File: config.mk
export PLATFORM = sky130hd
export DESIGN_NAME = mem_arbiter
export DESIGN_NICKNAME = d
export VERILOG_FILES = /design/src/rtl/mem_arbiter.sv
export SDC_FILE = /design/constraint.sdc
export NUM_CORES = 1
export LEC_CHECK = 0
export ABC_CLOCK_PERIOD_IN_PS = 3850
export CAP_MARGIN = 15
export CELL_PAD_IN_SITES_DETAIL_PLACEMENT = 0
export CELL_PAD_IN_SITES_GLOBAL_PLACEMENT = 1
export CORE_AREA = 10 10 120 68
export DETAILED_ROUTE_END_ITERATION = 8
export DIE_AREA = 0 0 130 78
export DONT_BUFFER_PORTS = 1
export GPL_TIMING_DRIVEN = 0
export PLACE_DENSITY = 0.9
export REMOVE_ABC_BUFFERS = 1
export SYNTH_ARGS = -nofsm -noshare
export SYNTH_HDL_FRONTEND = slang
export SYNTH_SLANG_ARGS = --single-unit
export TNS_END_PERCENT = 100
File: constraint.sdc
create_clock -name clk -period 3.85 [get_ports clk]
set_input_delay 0.1925 -clock clk [delete_from_list [all_inputs] [get_ports clk]]
set_output_delay 0.1925 -clock clk [all_outputs]
set_load 0.005 [all_outputs]
File: src/rtl/mem_arbiter.sv
// mem_arbiter: shares one single-port memory between instruction fetch and load/store data,
// data-over-fetch priority with a starvation guard and a one-cycle read response pipeline.
module mem_arbiter #(
    parameter int ADDR_WIDTH   = 32,
    parameter int STARVE_LIMIT = 4
) (
    input  logic                  clk,
    input  logic                  rst_n,
    input  logic                  if_req,
    input  logic [ADDR_WIDTH-1:0] if_addr,
    output logic                  if_gnt,
    output logic                  if_rvalid,
    output logic [31:0]           if_rdata,
    output logic                  if_err,
    input  logic                  d_req,
    input  logic                  d_we,
    input  logic [ADDR_WIDTH-1:0] d_addr,
    input  logic [31:0]           d_wdata,
    output logic                  d_gnt,
    output logic                  d_rvalid,
    output logic [31:0]           d_rdata,
    output logic                  d_err,
    output logic [ADDR_WIDTH-3:0] mem_addr,
    output logic                  mem_we,
    output logic [31:0]           mem_wdata,
    input  logic [31:0]           mem_rdata
);
    logic                  run;
    logic [3:0]            starve_cnt;
    logic [ADDR_WIDTH-3:0] last_addr;
    logic                  rsp_valid;
    logic                  rsp_data;
    logic                  rsp_err;
    logic                  if_mis;
    logic                  d_mis;

    assign if_mis = |if_addr[1:0];
    assign d_mis  = |d_addr[1:0];

    // run keeps every grant low until the first clock edge after reset release
    assign d_gnt  = run & d_req & ~(if_req & (starve_cnt >= 4'(STARVE_LIMIT)));
    assign if_gnt = run & if_req & ~d_gnt;

    assign mem_addr  = if_gnt ? if_addr[ADDR_WIDTH-1:2] : d_gnt ? d_addr[ADDR_WIDTH-1:2] : last_addr;
    assign mem_we    = d_gnt & d_we & ~d_mis;
    assign mem_wdata = d_gnt ? d_wdata : '0;

    assign if_rvalid = rsp_valid & ~rsp_data;
    assign d_rvalid  = rsp_valid & rsp_data;
    assign if_err    = if_rvalid & rsp_err;
    assign d_err     = d_rvalid & rsp_err;
    assign if_rdata  = (if_rvalid & ~rsp_err) ? mem_rdata : '0;
    assign d_rdata   = (d_rvalid & ~rsp_err) ? mem_rdata : '0;

    always_ff @(posedge clk or negedge rst_n) begin
        if (!rst_n) begin
            run        <= 1'b0;
            starve_cnt <= '0;
            last_addr  <= '0;
            rsp_valid  <= 1'b0;
            rsp_data   <= 1'b0;
            rsp_err    <= 1'b0;
        end else begin
            run        <= 1'b1;
            starve_cnt <= (!run || !if_req || if_gnt) ? 4'd0 : (starve_cnt == 4'd15) ? 4'd15 : starve_cnt + 4'd1;
            if (if_gnt || d_gnt)
                last_addr <= mem_addr;
            // aligned stores complete silently; reads and any misaligned access answer next cycle
            rsp_valid  <= if_gnt | (d_gnt & (~d_we | d_mis));
            rsp_data   <= d_gnt;
            rsp_err    <= if_gnt ? if_mis : d_mis;
        end
    end
endmodule

# Yosys cells after proc, flatten, opt, wreduce, memory -nomap -nowiden
# Index checks and enable logic that the tools add are counted.
word_totals:
  ff_bits: 38
  in_bits: 133
  output_inout_bits: 133
  wordCells: 46
classes:
  n_addsub: 1
  order_cmp: 1
  n_eq_ne: 1
  mux: 8
  bitwise: 22
  reduce_logical: 7
op_table:
  columns: ["cell", "count"]
  rows:
  - ["$mux 32", 3]
  - ["$mux 30", 2]
  - ["$and 1x1->1", 14]
  - ["$mux 4", 2]
  - ["$not 1->1", 6]
  - ["$add 4x1->4 const B", 1]
  - ["$eq 4x4->1 const B", 1]
  - ["$ge 4x3->1 const B", 1]
  - ["$reduce_or 2->1", 2]
  - ["$logic_or 1x1->1", 3]
  - ["$logic_not 1->1", 2]
  - ["$or 1x1->1", 2]
  - ["$mux 1", 1]

# Longest topological paths before layout
# Gate-level depths: netlist (run 1).
logic_depth:
  depth_word: 8
  mapped_depth: 6
  depth_no_buf: 3

# Least setup slack after synthesis (run 1)
# OpenSTA, ideal clock, no wires.
synth_path:
  path_kind: "reg-to-output"
  start: "register starve_cnt[3]"
  end: "output port mem_addr[0]"
  t_arrival_ns: 1.312
  t_required_ns: 3.658
  slack_ns: 2.346
  path_stages_with_launch: 7
  cell_sequence: "dfrtp_1 o21ai_1 and3_1 buf_6 buf_6 buf_6 a221o_1"
synth_between:
  elab_chain_cells: 7
  word_cells_on_any_way: 8
  classes_between: "order compare: 1; mux: 2; bitwise: 5"
synth_rtl:
  columns: ["item", "line", "rtl"]
  rows:
  - ["start: declaration", "29", "logic [3:0] starve_cnt;"]
  - ["start signal: assignment", "65", "starve_cnt <= (!run || !if_req || if_gnt) ? 4'd0 : (starve_cnt == 4'd15) ? 4'd15 : starve_cnt + 4'd1;"]
  - ["$ge 4x3->1 *", "41", "assign d_gnt = run & d_req & ~(if_req & (starve_cnt >= 4'(STARVE_LIMIT)));"]
  - ["$and 1x1->1 *", "41", null]
  - ["$not 1->1 *", "41", null]
  - ["$and 1x1->1 *", "41", null]
  - ["$not 1->1", "42", "assign if_gnt = run & if_req & ~d_gnt;"]
  - ["$and 1x1->1", "42", null]
  - ["$mux 30 *", "44", "assign mem_addr = if_gnt ? if_addr[ADDR_WIDTH-1:2] : d_gnt ? d_addr[ADDR_WIDTH-1:2] : last_addr;"]
  - ["end: declaration", "23", "output logic [ADDR_WIDTH-3:0] mem_addr,"]
# Every way passes the cells marked *; elsewhere a longest branch is shown, timed or not.

# Final worst setup path (run 1)
layout_path:
  start: "register starve_cnt[3]"
  end: "output port mem_addr[14]"
layout_between:
  elab_chain_cells: 7
  word_cells_on_any_way: 8
  classes_between: "order compare: 1; mux: 2; bitwise: 5"
layout_rtl:
  columns: ["item", "line", "rtl"]
  rows:
  - ["$ge 4x3->1 *", "41", null]
  - ["$and 1x1->1 *", "41", null]
  - ["$not 1->1 *", "41", null]
  - ["$and 1x1->1 *", "41", null]
  - ["net d_gnt", "19", "output logic d_gnt,"]
  - ["$not 1->1", "42", null]
  - ["$and 1x1->1", "42", null]
  - ["$mux 30 *", "44", null]
# The timed path passes the listed nets; every way through them passes the cells marked *.

==> impl_metrics.yaml, run 1 <==
route:
  post_drt_wl_per_cell_um: 27.62
  firstDrtPassIters: 4
  detail-route-antenna-nets: 0
  dr_total_vias: 2216
  drc: 0
  post_drt_via_cell_ratio: 6.442
  totalWireLength_mm: 9.501
  detailedRoute.firstIterationViolations: 188
global_routing:
  antenna_violations_before_repair: 0
  grt_overflow_total: 0
  met1_grt_util_pct: 20.53
  grt_first_pass_wirelength_mm: 13.75
  first_global_vias: 2209
  busiest_layer: "met2"
  grtUsageMet2_pct: 26.48
  groute.usage.overall_pct: 16.82
  grt_start_max_net_pins: 65
  globalRouteMet3Util_pct: 8.548
pwr:
  power.ir.vdd_worst_v: 0.0001865
  power.leakage_uw: 0.001216
  report.power.total_uw: 1079
  power_density_nw_per_um2: 379.0
final_layout:
  area.growth.synth_to_final_pct: 8.025
  regArea_um2: 950.9
  drive_above_1_share_pct: 6.061
  multiInputGateArea_um2: 1559
  nets: 397
  fillerInstances: 563
  antennaDiodeCount: 0
  final-instance-count-excl-fill: 344
floorplan:
  die_x_um: 130
  starting_density_of_the_core_pct: 42.14
  core-area_um2: 6254
  floorplan.die_area_um2: 10140
  placement_rows: 21
  fp.dieH_um: 78
  ioPinCount: 266
sta:
  setup-tns-final_ns: 0
  achievable-frequency_ghz: 0.4632
  post-route-period-util_pct: 56.08
  timing_hold_violations_final: 0
  setup_skew_ns: 0.002509
  timing_worst_slew_pin_value_ns: 0.8187
  setup_violations: 0
  grt_setup_unrepaired: "no"
  slew_headroom_pct: 45.17
  final-max-slew-violation-count: 0
  fin_crit_ns: 2.159
yosys:
  netlist.top_cell.by_area: "sky130_fd_sc_hd__dfrtp_1"
  avgSynthCellArea_um2: 9.513
  sequential_area_share_after_synthesis_pct: 36.09
  ys.warnings.count: 0
  synth_top_cells_by_area: "sky130_fd_sc_hd__dfrtp_1 (36%), sky130_fd_sc_hd__and2_1 (30%), sky130_fd_sc_hd__a221o_1 (23%)"
  synth_area_um2: 2635
  unique_cell_type_count_in_the_yosys_netlist: 21
  ys_ff_latch: 38
  synth.top_cell.area_share_pct: 36.09
  syn_inst: 277
critical_path:
  cp-start-kind: "register"
  timing_worst_setup_path_type: "reg -> out"
  cp_data_arrival_time_ns: 1.97
  timing.critical_path.required_ns: 3.66
  worst_setup_path_end_kind: "primary output"
  worstPathMaxFanout: 64
clock_network:
  cts_root_buf: "sky130_fd_sc_hd__clkbuf_16"
  cts_buffers: 5
  cts.htree.levels: 2
  clock_path_buffers: 2
  ctsResizeCount: 0
  clk_transition_reported_paths_ns: 0.05
  cts.sinks: 38
  worst_skew_pair.late_latency_ns: 0.27
  cts_tree: "done"
min_path:
  timing.hold.worst.class: "in -> reg"
place:
  routabilityCongestion: 0.7228
  final_hpwl_dp_mm: 7.967
  io_buffer_count: 0
  dp.cells: 334
run:
  drv_cap: 0
status:
  outcome: "completed"
## kinds of logic (layout without fill, tap and decap cells)
| family | after synthesis | after routing | synth area share, % |
|---|---|---|---|
| and+or+nand+nor | 142 | 142 | 33.24 |
| adders and majority gates | 1 | 1 | 0.4748 |
| muxes | 1 | 1 | 0.3799 |
| buffers and inverters | 27 | 14 | 5.555 |
| other | 2 | 2 | 0.2850 |
| DFF | 38 | 38 | 36.09 |
| AOI/OAI and AO/OA | 66 | 66 | 23.98 |
## per-stage QoR
step / hold slack [ns] / worst slack (ns) / area (um2) / util, %
after floorplan: -0.1031 / 0.4821 / 2492 / -
after global placement: -0.1020 / -0.5517 / 2592 / 41.46
after detailed placement: -0.1022 / 1.646 / 2664 / 42.60
after CTS: 0.03723 / 1.348 / 2841 / 45.44
after global routing: 0.04843 / 1.507 / 2846 / 45.52
final: 0.04717 / 1.691 / 2846 / 45.52
## layout make-up
cell class	count	share of cell area, %
multi-input combinational	212	54.77
sequential	38	33.41
clock buffer	7	5.011
tap	80	3.516
timing repair buffer	5	2.989
clock inverter	1	0.1758
inverter	1	0.1319
## flip-flops by register name, indices dropped and copies added (netlist names)
signal,cells
last_addr,30
rsp_data,1
rsp_err,1
rsp_valid,1
run,1
starve_cnt,4
## cell usage in the layout, fill, tap and decap left out, types with 2 or more instances in the layout
master	netlist	final
sky130_fd_sc_hd__clkbuf_16	0	5
sky130_fd_sc_hd__nor2_1	3	3
sky130_fd_sc_hd__conb_1	2	2
sky130_fd_sc_hd__and2_1	128	128
sky130_fd_sc_hd__a21oi_1	3	2
sky130_fd_sc_hd__dfrtp_1	38	38
sky130_fd_sc_hd__nor2b_2	0	2
sky130_fd_sc_hd__and3_1	3	2
sky130_fd_sc_hd__a221o_1	60	60
sky130_fd_sc_hd__nand4_1	2	2
sky130_fd_sc_hd__buf_12	0	3
## routing by layer
| metal | up-vias | part of all wire, % | wire length, um |
|---|---|---|---|
| met3 | 8 | 13 | 1241 |
| met1 | 1095 | 39 | 3729 |
| li1 | 976 | - | - |
| met5 | - | 0 | 0 |
| met2 | 137 | 47 | 4479 |
| met4 | 0 | 0.53 | 50 |
## critical path, cell delays in order (launching register included)
cell and delay, ns:
sky130_fd_sc_hd__dfrtp_1 0.41, sky130_fd_sc_hd__o21ai_1 0.13, sky130_fd_sc_hd__and3_2 0.57, sky130_fd_sc_hd__buf_12 0.31, sky130_fd_sc_hd__a221o_1 0.23
## repair_timing
action / 4_1_cts / 5_1_grt
endpoints found under the hold margin: 38 / 0
buffers inserted: 0 / 0
hold buffers: 2 / 0
## cell usage after synthesis (all sizes together)
cell type,number
and3,3
o21ai,2
dfrtp,38
nor2,3
nor3,1
nor2b,3
a221o,60
nand3,1
buf,11
ha,1
a31oi,1
conb,2
and2,128
inv,1
clkbuf,15
a21oi,3
mux2i,1
nand4,2
nand2,1
## worst paths after layout
check                               from            end  slack (ns)  cells past startpoint
max in group asynchronous          rst_n        rsp_err        3.30                      2
hold reg to reg            starve_cnt[0]  starve_cnt[0]        0.49                      1
setup reg to reg           starve_cnt[3]   last_addr[1]        2.13                      4
hold / removal                     d_req  starve_cnt[2]        0.05                      2
min in group asynchronous          rst_n  last_addr[24]        0.36                      2
setup / recovery           starve_cnt[3]   mem_addr[14]        1.69                      4
## where the power goes
group	switching, uW	internal (uW)	total, uW
Combinational	117	106	224
Sequential	10.8	445	456
Clock	143	256	399
Power figures use the tool's default switching activity.
==> run 2: changes to the inputs <==
Settings changed: ABC_CLOCK_PERIOD_IN_PS 3850 to 1900, CORE_AREA 10 10 120 68 to 10 10 129 72, DIE_AREA 0 0 130 78 to 0 0 139 82, PLACE_DENSITY 0.9 to 0.83.
Clock period 3.85 ns to 1.9 ns, I/O delays scaled along.
==> impl_metrics.yaml, run 2 (synthesis results as in run 1) <==
status:
  outcome: "completed"
floorplan:
  ioPinCount: 266
  floorplan.die_area_um2: 11400
  starting_density_of_the_core_pct: 37.10
  fp.dieH_um: 82
  die_x_um: 139
  placement_rows: 22
  core-area_um2: 7102
place:
  routabilityCongestion: 0.8259
  dpl_worst_slack_ns: -0.1832
  final_hpwl_dp_mm: 8.125
  io_buffer_count: 0
critical_path:
  worst_setup_path_end_kind: "primary output"
  rr_startpoint: "run"
  cpPeakStageDelay_ns: 0.43
  crit_path_cell_trace: "o21ai_2 > and3_4 > buf_12 > a221o_1"
  r2r_slack_ns: 0.30
  cp_slowest_cell: "sky130_fd_sc_hd__dfrtp_1"
  timing.critical_path.required_ns: 1.80
  critical_path.reg2reg.endpoint: "last_addr[20]"
  timing_worst_setup_path_type: "reg -> out"
  rr_worst_depth: 3
  cp_data_arrival_time_ns: 1.70
  cp-start-kind: "register"
  worstPathMaxFanout: 41
global_routing:
  grt_overflow_total: 0
  grt_first_pass_wirelength_mm: 17.88
  first_global_vias: 2788
  antenna_violations_before_repair: 1
  grt_start_max_net_pins: 42
  groute.usage.overall_pct: 19.65
route:
  met3_length_mm: 1.555
  post_drt_wl_per_cell_um: 29.13
  detail-route-antenna-nets: 0
  detailedRoute.firstIterationViolations: 196
  route.top_layer_used: "met5"
  firstDrtPassIters: 4
  met1_length_mm: 4.466
  route.met2.wl_mm: 6.394
  post_drt_via_cell_ratio: 6.140
  drc: 0
  dr_total_vias: 2634
  totalWireLength_mm: 12.50
sta:
  timing_worst_slew_pin_value_ns: 0.7759
  setup_skew_ns: 0.005315
  slew_headroom_pct: 48.28
  setup_violations: 0
  final-max-slew-violation-count: 0
  finalWorstSetupSlack_ns: 0.1071
  post-route-period-util_pct: 94.36
  timing_hold_violations_final: 0
  achievable-frequency_ghz: 0.5578
  fin_crit_ns: 1.793
  grt_setup_unrepaired: "no"
  worst_hold_slack_ns: 0.02839
final_layout:
  layout_common_cells: "sky130_fd_sc_hd__and2_1 (128), sky130_fd_sc_hd__dlygate4sd3_1 (65), sky130_fd_sc_hd__a221o_1 (60)"
  regArea_um2: 952.2
  fin_util_pct: 50.92
  top_register: "last_addr"
  nets: 468
  layout_commonest_cell: "sky130_fd_sc_hd__and2_1"
  drive_above_1_share_pct: 7.508
  area.growth.synth_to_final_pct: 37.23
  largestRegisters: "last_addr (30), starve_cnt (4)"
  largest_reg_flops: 30
  fillerInstances: 580
  antennaDiodeCount: 0
  multiInputGateArea_um2: 1620
clock_network:
  cts_tree: "done"
  cts.htree.levels: 2
  cts_buffers: 5
  clk_transition_reported_paths_ns: 0.05
  worst_skew_pair.late_latency_ns: 0.28
  cts.sinks: 38
  cts_root_buf: "sky130_fd_sc_hd__clkbuf_16"
  clock_path_buffers: 2
pwr:
  power_density_nw_per_um2: 649.0
  power.net_switching_uw: 615.5
  clockPowerShare_pct: 34.2
  power.ir.vdd_worst_v: 0.0003301
  report.power.total_uw: 2347
  power.share.combinational_pct: 26.0
  switching_portion_of_total_power_pct: 26.23
  p_int_uw: 1731
  power.leakage_uw: 0.001519
  seqPwrFrac_pct: 39.7
min_path:
  worst_hold_path.num_cells: 2
  timing.hold.worst.class: "in -> reg"
  min_from: "if_addr[0]"
  min_to: "rsp_err"
run:
  drv_cap: 0
-- run 2: critical path, delay by kind of cell, from the launching register on --
kind / cells / cell delay [ns]
simple gates: 1 / 0.28
buf+inv: 1 / 0.20
flops: 1 / 0.43
compound gates: 2 / 0.50
-- run 2: repair_timing --
item,4_1_cts,5_1_grt
hold buffers,65,1
gates cloned,3,1
buffers inserted,3,0
pin swaps,2,0
hold endpoints to repair,72,1
gates resized for setup,6,4
endpoints found under the setup margin,128,86
-- run 2: power by group through the flow --
| stage | Clock [uW] | Sequential (uW) | Combinational (uW) |
|---|---|---|---|
| 6_report | 803 | 933 | 611 |
| 5_1_grt | 860 | 942 | 663 |
| 4_1_cts | 824 | 929 | 595 |
| 3_5_place_dp | 0 | 940 | 435 |
| 3_3_place_gp | 0 | 935 | 419 |
| 2_1_floorplan | 0 | 931 | 336 |
-- run 2: metrics by stage --
| step | area [um2] | cells | setup TNS (ns) |
|---|---|---|---|
| 3_5_place_dp | 2691 | 350 | -7.043 |
| 2_1_floorplan | 2492 | 251 | -100.71 |
| 5_1_grt | 3616 | 429 | 0 |
| 3_3_place_gp | 2613 | 347 | -181.97 |
| 6_report | 3616 | 429 | 0 |
| 4_1_cts | 3582 | 427 | 0 |
-- run 2: routing by layer --
metal	up-vias	GRT usage, %
met4	2	2.899
met3	8	10.36
met1	1316	21.89
met5	-	0
li1	1129	-
met2	179	34.02
-- run 2: how the worst max path moves through the flow --
stage,endpoint,depth (start not counted),start
2_1_floorplan,mem_addr[0],3,starve_cnt[3]
6_report,mem_addr[15],4,starve_cnt[3]
3_3_place_gp,mem_addr[3],3,starve_cnt[3]
3_5_place_dp,if_rdata[19],3,rsp_data
4_1_cts,d_rdata[2],3,rsp_data
5_1_grt,mem_addr[14],4,starve_cnt[3]
-- run 2: cell type report --
class | instances | share of cell area, %
clock buffer | 6 | 3.841
sequential | 38 | 26.33
multi-input combinational | 216 | 44.81
inverter | 1 | 0.1038
timing repair buffer | 72 | 21.59
tap | 96 | 3.322
==> run 3: changes to the inputs <==
Settings changed: CELL_PAD_IN_SITES_DETAIL_PLACEMENT 0 to unset, CELL_PAD_IN_SITES_GLOBAL_PLACEMENT 1 to unset, CORE_AREA 10 10 129 72 to 10 10 94 96, DIE_AREA 0 0 139 82 to 0 0 104 106, PLACE_DENSITY 0.83 to 0.62.
==> impl_metrics.yaml, run 3 (synthesis results as in run 1) <==
run:
  drv_cap: 0
sta:
  timing_hold_violations_final: 0
  timing_worst_slew_pin_value_ns: 0.7898
  setup_skew_ns: 0.008518
  grt_setup_unrepaired: "no"
  slew_headroom_pct: 47.34
  setup_violations: 0
  achievable-frequency_ghz: 0.5756
  fin_crit_ns: 1.737
  post-route-period-util_pct: 91.44
  final-max-slew-violation-count: 0
floorplan:
  starting_density_of_the_core_pct: 37.33
  core-area_um2: 7059
  placement_rows: 31
  die_x_um: 104
  floorplan.die_area_um2: 11020
  fp.dieH_um: 106
  ioPinCount: 266
clock_network:
  cts.sinks: 38
  clk_transition_reported_paths_ns: 0.08
  worst_skew_pair.late_latency_ns: 0.29
  cts_tree: "done"
  cts.htree.levels: 2
  clock_path_buffers: 2
  cts_root_buf: "sky130_fd_sc_hd__clkbuf_8"
  cts_buffers: 5
route:
  post_drt_wl_per_cell_um: 28.01
  dr_total_vias: 2650
  firstDrtPassIters: 4
  drc: 0
  detailedRoute.firstIterationViolations: 148
  post_drt_via_cell_ratio: 6.036
  totalWireLength_mm: 12.30
  detail-route-antenna-nets: 0
global_routing:
  first_global_vias: 2927
  antenna_violations_before_repair: 1
  grt_first_pass_wirelength_mm: 18.08
  grt_overflow_total: 0
  groute.usage.overall_pct: 20.23
  grt_start_max_net_pins: 58
final_layout:
  layout_common_cells: "sky130_fd_sc_hd__and2_1 (128), sky130_fd_sc_hd__dlygate4sd3_1 (66), sky130_fd_sc_hd__a221o_1 (60)"
  fillerInstances: 620
  area.growth.synth_to_final_pct: 36.85
  largestRegisters: "last_addr (30), starve_cnt (4)"
  layout_commonest_cell: "sky130_fd_sc_hd__and2_1"
  nets: 471
  top_register: "last_addr"
  fin_util_pct: 51.08
  stdcell_area_um2: 3606
  drive_above_1_share_pct: 9.467
  largest_reg_flops: 30
place:
  dp_area_um2: 2688
  routabilityCongestion: 0.7759
  final_hpwl_dp_mm: 8.182
  io_buffer_count: 0
pwr:
  power.leakage_uw: 0.001512
  power.ir.vdd_worst_v: 0.0003440
  power_density_nw_per_um2: 595.0
critical_path:
  r2r_slack_ns: 0.32
  cp_data_arrival_time_ns: 1.64
  cp-start-kind: "register"
  worst_setup_path_end_kind: "primary output"
  timing_worst_setup_path_type: "reg -> out"
  cpPeakStageDelay_ns: 0.46
  worstPathMaxFanout: 39
  cp_slowest_cell: "sky130_fd_sc_hd__dfrtp_2"
  timing.critical_path.required_ns: 1.80
  crit_path_cell_trace: "nand2_1 > a21oi_4 > buf_12 > a221o_1"
status:
  outcome: "completed"
min_path:
  timing.hold.worst.class: "in -> reg"
-- run 3: power breakdown --
part,leakage (uW),switching (uW),internal [uW],total (uW)
sequential,0.000467,26.2,901,927
clock,0.0000472,310,292,602
combinational,0.000998,293,324,617
total,0.00151,629,1520,2150
-- run 3: routing by layer --
| metal | global-route usage, % | vias to the layer above | part of all wire, % |
|---|---|---|---|
| li1 | - | 1132 | - |
| met1 | 21.35 | 1307 | 35 |
| met2 | 34.33 | 200 | 50 |
| met3 | 11.47 | 11 | 14 |
| met4 | 5.070 | 0 | 1.0 |
| met5 | 0 | - | 0 |
-- run 3: final cells by class --
class | count | area, um2 | share of cell area [%]
multi-input combinational | 215 | 1618 | 44.86
sequential | 38 | 954.7 | 26.47
timing repair buffer | 76 | 805.8 | 22.35
tap | 99 | 123.9 | 3.435
clock buffer | 6 | 82.58 | 2.290
clock inverter | 2 | 12.51 | 0.3470
antenna | 2 | 5.005 | 0.1388
inverter | 1 | 3.754 | 0.1041
-- run 3: what timing repair did --
item,CTS,global route
gates resized for setup,5,9
endpoints found under the hold margin,73,0
endpoints found under the setup margin,95,73
gates cloned,3,1
buffers inserted,4,1
hold buffers,67,0
pin swaps,2,3
-- run 3: metrics by stage --
stage	setup TNS [ns]	hold slack, ns	cells	total power [uW]	setup slack (ns)
3_3_place_gp	-189.18	-0.1990	350	1360	-2.564
2_1_floorplan	-100.71	-0.2006	251	1267	-1.370
4_1_cts	-0.006015	0.002769	435	2132	-0.006015
3_5_place_dp	-5.538	-0.1990	353	1374	-0.1696
5_1_grt	0	0.001672	437	2262	0.04614
6_report	0	0.0001125	439	2145	0.1626
-- run 3: critical path, delay by kind of cell (launching register included) --
family | cells | cell delay [ns]
flip-flops | 1 | 0.46
AO/OA/AOI/OAI | 2 | 0.49
buffers and inverters | 1 | 0.24
AND/OR/NAND/NOR | 1 | 0.17
-- run 3: final timing paths --
path,start,to,depth (start not counted)
worst max register to register,run,rsp_err,3
worst min register to register,starve_cnt[0],starve_cnt[0],1
worst max-delay path,run,mem_addr[5],4
min in group asynchronous,rst_n,last_addr[5],2
worst min-delay path,if_addr[1],rsp_err,2
max in group asynchronous,rst_n,starve_cnt[2],2
